### src/rtl/upipe_run_ctrl.sv
// rtl/upipe_run_ctrl.sv - fill/run/stop sequencer and token counter for a micropipeline ring
module upipe_run_ctrl #(
    parameter int CNT_W    = 16,
    parameter int TIMEOUT  = 255,
    parameter int RST_HOLD = 4
) (
    input  logic             clk,
    input  logic             rst,
    input  logic             start,
    input  logic             abort,
    input  logic [CNT_W-1:0] n_tokens,
    input  logic [CNT_W-1:0] fill_tgt,
    input  logic             la,
    input  logic             rr,
    output logic             go_l,
    output logic             go_r,
    output logic             busy,
    output logic             done,
    output logic             err,
    output logic [CNT_W-1:0] capacity,
    output logic [CNT_W-1:0] out_count,
    output logic [CNT_W-1:0] run_cycles
);

    localparam logic [2:0] ST_IDLE = 3'd0;
    localparam logic [2:0] ST_HOLD = 3'd1;
    localparam logic [2:0] ST_FILL = 3'd2;
    localparam logic [2:0] ST_RUN  = 3'd3;
    localparam logic [2:0] ST_STOP = 3'd4;

    localparam logic [CNT_W-1:0] CNT_ONE   = CNT_W'(1);
    localparam logic [CNT_W-1:0] CNT_MAX   = '1;
    localparam logic [CNT_W-1:0] TMO_LAST  = CNT_W'(TIMEOUT - 1);
    localparam logic [CNT_W-1:0] HOLD_LAST = CNT_W'(RST_HOLD - 1);

    logic [2:0]       state;
    logic [2:0]       state_nxt;
    logic             la_s1, la_s2, la_d;
    logic             rr_s1, rr_s2, rr_d;
    logic             la_evt, rr_evt;
    logic [CNT_W-1:0] timer;
    logic [CNT_W-1:0] n_lat;
    logic [CNT_W-1:0] fill_lat;
    logic             timed_out;
    logic             accept, err_set, done_nxt, cap_inc, out_inc, tmr_evt;

    assign la_evt    = la_s2 & ~la_d;
    assign rr_evt    = rr_s2 & ~rr_d;
    assign timed_out = (timer == TMO_LAST);

    always_comb begin
        state_nxt = state;
        accept    = 1'b0;
        err_set   = 1'b0;
        done_nxt  = 1'b0;
        cap_inc   = 1'b0;
        out_inc   = 1'b0;
        tmr_evt   = 1'b0;
        case (state)
            ST_IDLE: begin
                if (start) begin
                    if (n_tokens == '0) begin
                        err_set  = 1'b1;
                        done_nxt = 1'b1;
                    end else begin
                        accept    = 1'b1;
                        state_nxt = ST_HOLD;
                    end
                end
            end
            ST_HOLD: begin
                if (abort) begin
                    err_set   = 1'b1;
                    done_nxt  = 1'b1;
                    state_nxt = ST_IDLE;
                end else if (timer == HOLD_LAST) begin
                    state_nxt = ST_FILL;
                end
            end
            ST_FILL: begin
                tmr_evt = la_evt;
                cap_inc = la_evt;
                if (abort) begin
                    err_set   = 1'b1;
                    state_nxt = ST_STOP;
                end else if (la_evt) begin
                    if (fill_lat != '0 && (capacity + CNT_ONE) == fill_lat)
                        state_nxt = ST_RUN;
                end else if (timed_out) begin
                    state_nxt = ST_RUN;
                end
            end
            ST_RUN: begin
                tmr_evt = rr_evt;
                out_inc = rr_evt;
                if (abort) begin
                    err_set   = 1'b1;
                    state_nxt = ST_STOP;
                end else if (rr_evt) begin
                    if ((out_count + CNT_ONE) == n_lat)
                        state_nxt = ST_STOP;
                end else if (timed_out) begin
                    err_set   = 1'b1;
                    state_nxt = ST_STOP;
                end
            end
            ST_STOP: begin
                // The pipeline is held in reset here; release the output only once rr has gone low.
                if (!rr_s2) begin
                    done_nxt  = 1'b1;
                    state_nxt = ST_IDLE;
                end else if (timed_out) begin
                    err_set   = 1'b1;
                    done_nxt  = 1'b1;
                    state_nxt = ST_IDLE;
                end
            end
            default: state_nxt = ST_IDLE;
        endcase
    end

    always_ff @(posedge clk or posedge rst) begin
        if (rst) begin
            state      <= ST_IDLE;
            la_s1      <= 1'b0;
            la_s2      <= 1'b0;
            la_d       <= 1'b0;
            rr_s1      <= 1'b0;
            rr_s2      <= 1'b0;
            rr_d       <= 1'b0;
            timer      <= '0;
            n_lat      <= '0;
            fill_lat   <= '0;
            go_l       <= 1'b0;
            go_r       <= 1'b0;
            busy       <= 1'b0;
            done       <= 1'b0;
            err        <= 1'b0;
            capacity   <= '0;
            out_count  <= '0;
            run_cycles <= '0;
        end else begin
            state <= state_nxt;
            la_s1 <= la;
            la_s2 <= la_s1;
            la_d  <= la_s2;
            rr_s1 <= rr;
            rr_s2 <= rr_s1;
            rr_d  <= rr_s2;

            if (state == ST_IDLE || state_nxt != state || tmr_evt)
                timer <= '0;
            else
                timer <= timer + CNT_ONE;

            // Registered from next state so the asynchronous pipeline never sees decode glitches.
            go_l <= (state_nxt == ST_FILL) || (state_nxt == ST_RUN);
            go_r <= (state_nxt == ST_RUN) || ((state_nxt == ST_STOP) && go_r);
            busy <= (state_nxt != ST_IDLE);
            done <= done_nxt;

            if (accept) begin
                err        <= 1'b0;
                capacity   <= '0;
                out_count  <= '0;
                run_cycles <= '0;
                n_lat      <= n_tokens;
                fill_lat   <= fill_tgt;
            end else begin
                if (err_set)
                    err <= 1'b1;
                if (cap_inc)
                    capacity <= capacity + CNT_ONE;
                if (out_inc)
                    out_count <= out_count + CNT_ONE;
                if (state == ST_RUN && run_cycles != CNT_MAX)
                    run_cycles <= run_cycles + CNT_ONE;
            end
        end
    end

endmodule

### config.mk
export PLATFORM = sky130hd
export DESIGN_NAME = upipe_run_ctrl
export DESIGN_NICKNAME = d
export VERILOG_FILES = /design/src/rtl/upipe_run_ctrl.sv
export SDC_FILE = /design/constraint.sdc
export NUM_CORES = 1
export LEC_CHECK = 0
export CORE_MARGIN = 2
export CORE_UTILIZATION = 55
export CTS_CLUSTER_SIZE = 12
export DETAILED_ROUTE_END_ITERATION = 16
export GPL_ROUTABILITY_DRIVEN = 0
export HOLD_SLACK_MARGIN = 0.15
export PLACE_DENSITY = 0.87
export SKIP_CTS_REPAIR_TIMING = 1
export SYNTH_ARGS = -nofsm -noshare
export SYNTH_HDL_FRONTEND = slang
export SYNTH_SLANG_ARGS = --single-unit
### constraint.sdc
create_clock -name clk -period 3.9 [get_ports clk]
set_input_delay 0.585 -clock clk [delete_from_list [all_inputs] [get_ports clk]]
set_output_delay 0.585 -clock clk [all_outputs]
set_load 0.02 [all_outputs]
==> impl_metrics.csv <==
group,metric,value,unit
yosys,yosys_warnings,0,
clocking,numClockSinks,110,
yosys,syn_nets,726,
timing,max_slew.worst_pin.slew,0.777,ns
timing,setup_viol,0,
routing,firstDrtPassIters,7,
clocking,cts_tree,"yes",
timing,final-max-slew-violation-count,0,
placement,port-buffer-count,90,
setup_path,crit_path_top_delay_cell,"dfrtp_1",
die,dieWidth,110,um
yosys,syn_area,0.00612,mm2
global_routing,grt_antenna_before_repair,0,
setup_path,rr_worst_depth,9,
yosys,synth-main-ff-cell,"dfrtp_1",
yosys,synthMuxAreaShare,0,%
clocking,h-tree-depth,3,
yosys,syn_avg_cell_area,8.97,um2
routing,first_iter_violations,539,
setup_path,r2r-start,"capacity[0]$_DFFE_PP0P_",
setup_path,cp-end-kind,"flop",
setup_path,r2r-end,"timer[15]$_DFF_PP0_",
routing,post_drt_via_cell_ratio,6.10,
global_routing,grt_use_total,27.4,%
status,status,"completed",
setup_path,path_class,"flop to flop",
global_routing,grt_pass1_vias,5320,
die,rows,38,
setup_path,crit_required,4.19,ns
global_routing,grt_pass1_wl,25.9,mm
clocking,clk_path_buf_depth,2,
layout,num-fill-cells,860,
clocking,root_buffer,"clkbuf_8",
min_path,worstHoldPathCells,0,
yosys,synthCells,683,
timing,fmax,302,MHz
yosys,yosys.area_share.simple,25.8,%
yosys,synthArstFlopShare,100,%
layout,drive_above_1_share,7.02,%
layout,finalNetCount,807,
pwr,power_per_cell_area,346,mW/mm2
clocking,cts-buffers-inserted,9,
setup_path,path_depth,9,
yosys,synth_top_family_by_area,"simple AND/OR/NAND/NOR gates",
yosys,synthAdderAreaFrac,1.02,%
die,fp.coreArea,0.0108,mm2
routing,drt-total-wl,15.5,mm
timing,relSlewSlack,48.0,%
clocking,clkTransAtPathRegs,0.11,ns
min_path,min_to,"la_s2$_DFF_PP0_",
yosys,synth-compound-area-share,14.7,%
global_routing,gr-total-overflow,0,
routing,route.detailed.drc,0,
run,maxCapViolCount,0,
routing,dr_total_vias,5547,
setup_path,crit_buf_inv,1,
routing,ant_nets,0,
setup_path,max_stage_delay,0.54,ns
yosys,synth-edff-count,0,
yosys,yosys.area_share.xor_xnor,10.5,%
setup_path,crit_family,"compound AO/OA/AOI/OAI gates",
yosys,yosysSeqAreaShare,44.9,%
setup_path,worstPathArrival,3.61,ns
yosys,ys_ff_latch,110,
global_routing,grt_max_degree,62,
setup_path,reg2reg_slack,0.58,ns
timing,fin_tns_setup,0,ns
pwr,vdd_drop_max,215,uV
setup_path,critical_path.max_fanout,16,
yosys,synth_cell_types,60,
timing,fin_worst_skew,0.0123,ns
placement,place_hpwl,11.3,mm
setup_path,critPathLaunchType,"flop",
layout,area_growth,19.8,%
routing,post_drt_wl_per_cell,17.1,um
min_path,worstHoldStart,"la_s1$_DFF_PP0_",
min_path,min_path_type,"flop to flop",
timing,fin_crit,3.32,ns
die,dieArea,0.0120,mm2
layout,n_antenna_cell,0,
setup_path,crit_chain,"ha_1 > nand3_1 > nor3_2 > o21ai_0 > a2111o_1 > a2111oi_4 > a211oi_2 > buf_4 > a211oi_1",
timing,post-route-period-util,85.0,%
pwr,power,2.54,mW
timing,whs,0.367,ns
clocking,clkLatencyLatePin,0.39,ns
die,dieHeight,110,um
die,num_io_pins,91,
die,start_util,56.5,%
timing,finalHoldViolCount,0,
timing,rsz0062_at_grt,"no",
pwr,leakage,3.01,nW
## worst max-delay path by stage
stage	start	to	slack (ns)
finish	capacity[0]$_DFFE_PP0P_	timer[15]$_DFF_PP0_	0.58
global route	out_count[7]$_DFFE_PP0P_	go_r$_DFF_PP0_	0.30
CTS	capacity[0]$_DFFE_PP0P_	timer[2]$_DFF_PP0_	0.63
detailed placement	n_tokens[3]	timer[2]$_DFF_PP0_	0.35
global placement	n_tokens[3]	timer[2]$_DFF_PP0_	0.49
floorplan	rst	busy$_DFF_PP0_	0.41
## metrics by stage
stage	setup WS (ns)	area (um2)	utilization, %	std cells
after floorplan	0.413	6120	-	683
after detailed placement	0.354	7150	66.0	893
after global routing	0.300	7340	67.7	909
final	0.585	7340	67.7	909
after global placement	0.494	7150	66.0	893
after CTS	0.627	7340	67.7	909
## power breakdown
group / switching, mW / internal [mW] / total [mW] / leakage, nW
Clock: 0.408 / 0.257 / 0.665 / 0.0877
Sequential: 0.112 / 1.24 / 1.36 / 1.46
Combinational: 0.292 / 0.226 / 0.518 / 1.46
## final cells by class
class                           instances  area [um2]  area share, %
Multi-Input combinational cell        528        3190           43.4
Clock buffer                           11         141           1.93
Tap cell                              140         175           2.39
Clock inverter                          5        43.8          0.597
Inverter                               14        55.1          0.750
Sequential cell                       110        2750           37.5
Timing Repair Buffer                  101         983           13.4
## state kept, by name (all words and copies together) (netlist names), 3 cells and up
register and cells:
out_count 16, capacity 16, n_lat 16, run_cycles 16, timer 16, state 3
fill_lat 16
## worst register-to-register path, cell delays in order, from the launching register on
cell       delay (ns)
dfrtp_1          0.54
ha_1             0.34
nand3_1          0.28
nor3_2           0.44
o21ai_0          0.18
a2111o_1         0.47
a2111oi_4        0.37
a211oi_2         0.12
buf_4            0.22
a211oi_1         0.27
## per-layer routing
layer,global-route usage [%],vias to the layer above,wire [um]
li1,-,2584,-
met1,36.6,2676,6390
met2,44.5,260,7520
met3,5.51,27,1310
met4,9.58,0,333
met5,0,-,0
## logic make-up after synthesis
family,count (synthesis)
buffers and inverters,45
DFF,110
and+or+nand+nor,318
AOI/OAI and AO/OA,133
xor gates and xnor gates,72
adders and majority gates,5
## synth_stat cells (all sizes together), types with 4 or more instances
| master | count | area [um2] |
|---|---|---|
| and3 | 9 | 56.3 |
| buf | 8 | 46.3 |
| dfrtp | 110 | 2750 |
| nand4 | 20 | 131 |
| xnor2 | 40 | 350 |
| nand2 | 135 | 507 |
| nor4 | 19 | 146 |
| inv | 14 | 52.6 |
| nor2 | 49 | 184 |
| a31oi | 4 | 25.0 |
| clkbuf | 23 | 86.3 |
| a21oi | 17 | 85.1 |
| nand2b | 6 | 40.0 |
| or4 | 5 | 41.3 |
| nand3 | 31 | 155 |
| and4 | 6 | 52.6 |
| a211oi | 19 | 198 |
| o21ai | 58 | 290 |
| or2 | 4 | 25.0 |
| ha | 5 | 62.6 |
| nor3 | 8 | 45.0 |
| o22ai | 4 | 25.0 |
| or3 | 11 | 73.8 |
| o31ai | 10 | 75.1 |
| xor2 | 31 | 272 |
## cells in the final DEF, fill, tap and decap left out, types with 3 or more instances in the layout
| master | instances |
|---|---|
| nand2_1 | 135 |
| dfrtp_1 | 110 |
| clkdlybuf4s50_1 | 90 |
| o21ai_0 | 58 |
| nor2_1 | 49 |
| xnor2_1 | 40 |
| nand3_1 | 31 |
| xor2_1 | 31 |
| nand4_1 | 19 |
| a21oi_1 | 17 |
| nor4_1 | 16 |
| inv_1 | 13 |
| a211oi_2 | 11 |
| buf_4 | 11 |
| or3_1 | 10 |
| o31ai_1 | 10 |
| clkbuf_8 | 10 |
| and3_1 | 9 |
| a211oi_1 | 8 |
| nor3_1 | 7 |
| and4_1 | 6 |
| nand2b_1 | 5 |
| ha_1 | 5 |
| or4_1 | 4 |
| a31oi_1 | 4 |
| o22ai_1 | 4 |
| or2_2 | 3 |
| o41ai_1 | 3 |
| and2_1 | 3 |
| o2111ai_1 | 3 |
Note: power is estimated with default switching activity, not from simulation.
==> patch: new RTL, config.mk and constraints unchanged <==
Remove the register `go_l`: a continuous assignment takes its place, so the output `go_l` follows one clock earlier.
--- a/src/rtl/upipe_run_ctrl.sv
+++ b/src/rtl/upipe_run_ctrl.sv
@@ -132,5 +132,4 @@
             n_lat      <= '0;
             fill_lat   <= '0;
-            go_l       <= 1'b0;
             go_r       <= 1'b0;
             busy       <= 1'b0;
@@ -155,5 +154,4 @@
 
             // Registered from next state so the asynchronous pipeline never sees decode glitches.
-            go_l <= (state_nxt == ST_FILL) || (state_nxt == ST_RUN);
             go_r <= (state_nxt == ST_RUN) || ((state_nxt == ST_STOP) && go_r);
             busy <= (state_nxt != ST_IDLE);
@@ -180,4 +178,6 @@
     end
 
+    assign go_l = (state_nxt == ST_FILL) || (state_nxt == ST_RUN);
+
 endmodule
 
Function: changed (a bounded check fails within 10 cycles, from zero or initial values and one cycle with rst high).
==> patch against the original RTL <==
  * Global-route usage increased by 0.67 points
  * Area after synthesis decreased by 0.41%
  * Die area decreased by 0.39%
  * Count of clock-buffer cells in the layout decreased by 1
  * Via count increased by 1.4%
  * Worst setup slack got worse by 0.44 ns
  * Power increased by 0.66%
  * Final area increased by 0.92%
  * Wire length increased by 4.0%
  * Sequential cell count decreased by 1
  * Hold slack got worse by 0.0061 ns
  * Highest routed layer unchanged
  * First-iteration DRC count increased by 11%
==> patch: results (changes against the original RTL) <==
| Metric | Value |
|---|---|
| CP Max Fanout | `8 (-8)` |
| Root buffer cell | `clkbuf_8` |
| Routed WL | `16.2 mm (+4.0%)` |
| Gr usage total | `0.280 (+0.00671)` |
| Initial antenna violation count | `0 (unchanged)` |
| Maximum VDD drop | `0.225 mV (+5.1%)` |
| Post-synth top cells | `nand2_1, dfrtp_1, o21ai_0` |
| CP max stage delay | `0.57 ns (+0.03 ns)` |
| Vias in the first global route | `5449 (+2.4%)` |
| Iter 0 DRT Violations | `598 (+11%)` |
| Final nets | `806 (-0.12%)` |
| Flop2flop setup slack | `0.52 ns (-0.06 ns)` |
| Critical Path AT | `3.17 ns (-0.44 ns)` |
| Largest net degree at the start of global routing | `57 (-8.1%)` |
| Synth unique cells | `60 (unchanged)` |
| Dpl cells | `891 (-0.22%)` |
| Synth warn | `0 (unchanged)` |
| Worst hold slack | `0.361 ns (-0.00614 ns)` |
| Min-delay src | `la_s1$_DFF_PP0_` |
| DP Area | `0.00712 sq mm (-0.45%)` |
| DP Wirelength | `11.6 mm (+2.2%)` |
| Relative slew slack | `0.394 (-0.0862)` |
| Main area contributors after synthesis | `dfrtp_1, nand2_1, xnor2_1` |
| Worst Hold Path EP | `la_s2$_DFF_PP0_` |
| Final Skew | `0.0119 ns (-0.000317 ns)` |
| Mean Syn Cell Area | `8.94 sq um (-0.26%)` |
| DR pass1 iterations | `6 (-1)` |
| DR vias/cell | `6.19 (+1.5%)` |
| Critical-path top delay cell | `clkdlybuf4s50_1` |
| Outcome | `complete, no violations` |
| Sequential cell area fraction in the yosys report | `0.447 (-0.00226)` |
| Worst setup path end | `go_l` |
| Share of cells above drive strength 1 | `0.0820 (+0.0118)` |
| First-pass GRT wire length | `26.1 mm (+1.0%)` |
| Leak | `3.07 nW (+1.9%)` |
| Setup crit start | `out_count[0]$_DFFE_PP0P_` |
| Routed WL per cell | `17.8 um (+4.1%)` |
| Syn Nets | `725 (-0.14%)` |
| Buffers on Ports | `90 (unchanged)` |
## patch: critical path, delay by kind of cell (launching register included)
| kind | cells | cell delay, ns |
|---|---|---|
| compound gates | 2 | 0.37 |
| xor+xnor | 1 | 0.15 |
| fa+ha+maj | 1 | 0.31 |
| buf+inv | 1 | 0.57 |
| flops | 1 | 0.51 |
| simple gates | 3 | 0.88 |
## patch: layout make-up
class / count / area (sq um)
clock inverters: 6 / 63.8
inverters: 14 / 55.1
repair buffers: 101 / 983
well taps: 140 / 175
clock buffers: 10 / 138
flip-flops and latches: 109 / 2730
fillers: 850 / 3430
multi-input cells: 528 / 3260
## patch: through the flow
| step | setup slack, ns | power (mW) | setup TNS (ns) |
|---|---|---|---|
| after global placement | 0.328 | 1.86 | 0 |
| after detailed placement | 0.158 | 1.88 | 0 |
| after global routing | -0.0170 | 2.69 | -0.0170 |
| after CTS | -0.301 | 2.57 | -0.301 |
| after floorplan | 0.441 | 1.70 | 0 |
| final | 0.141 | 2.56 | 0 |
## patch: logic make-up (layout without fill, tap and decap cells)
group / count (synthesis) / in the layout / share of synthesized area
buffers and inverters: 45 / 131 / 0.0304
XOR/XNOR: 72 / 72 / 0.106
AO/OA/AOI/OAI: 133 / 133 / 0.148
AND/OR/NAND/NOR: 318 / 318 / 0.259
adder cells (fa/ha/maj): 5 / 5 / 0.0103
flip-flops: 109 / 109 / 0.447
## patch: metal layers
metal  up-vias  share of wire  track usage
met2       255           0.49        0.468
met4         0          0.023        0.101
li1       2581              -            -
met3        36          0.073       0.0616
met1      2752           0.41        0.361
met5         -              0            0
## patch: power breakdown
group          internal, mW  switching (mW)  total (mW)
Clock                 0.268           0.424       0.692
Combinational         0.224           0.297       0.521
Sequential             1.23           0.110        1.34
Total                  1.73           0.831        2.56
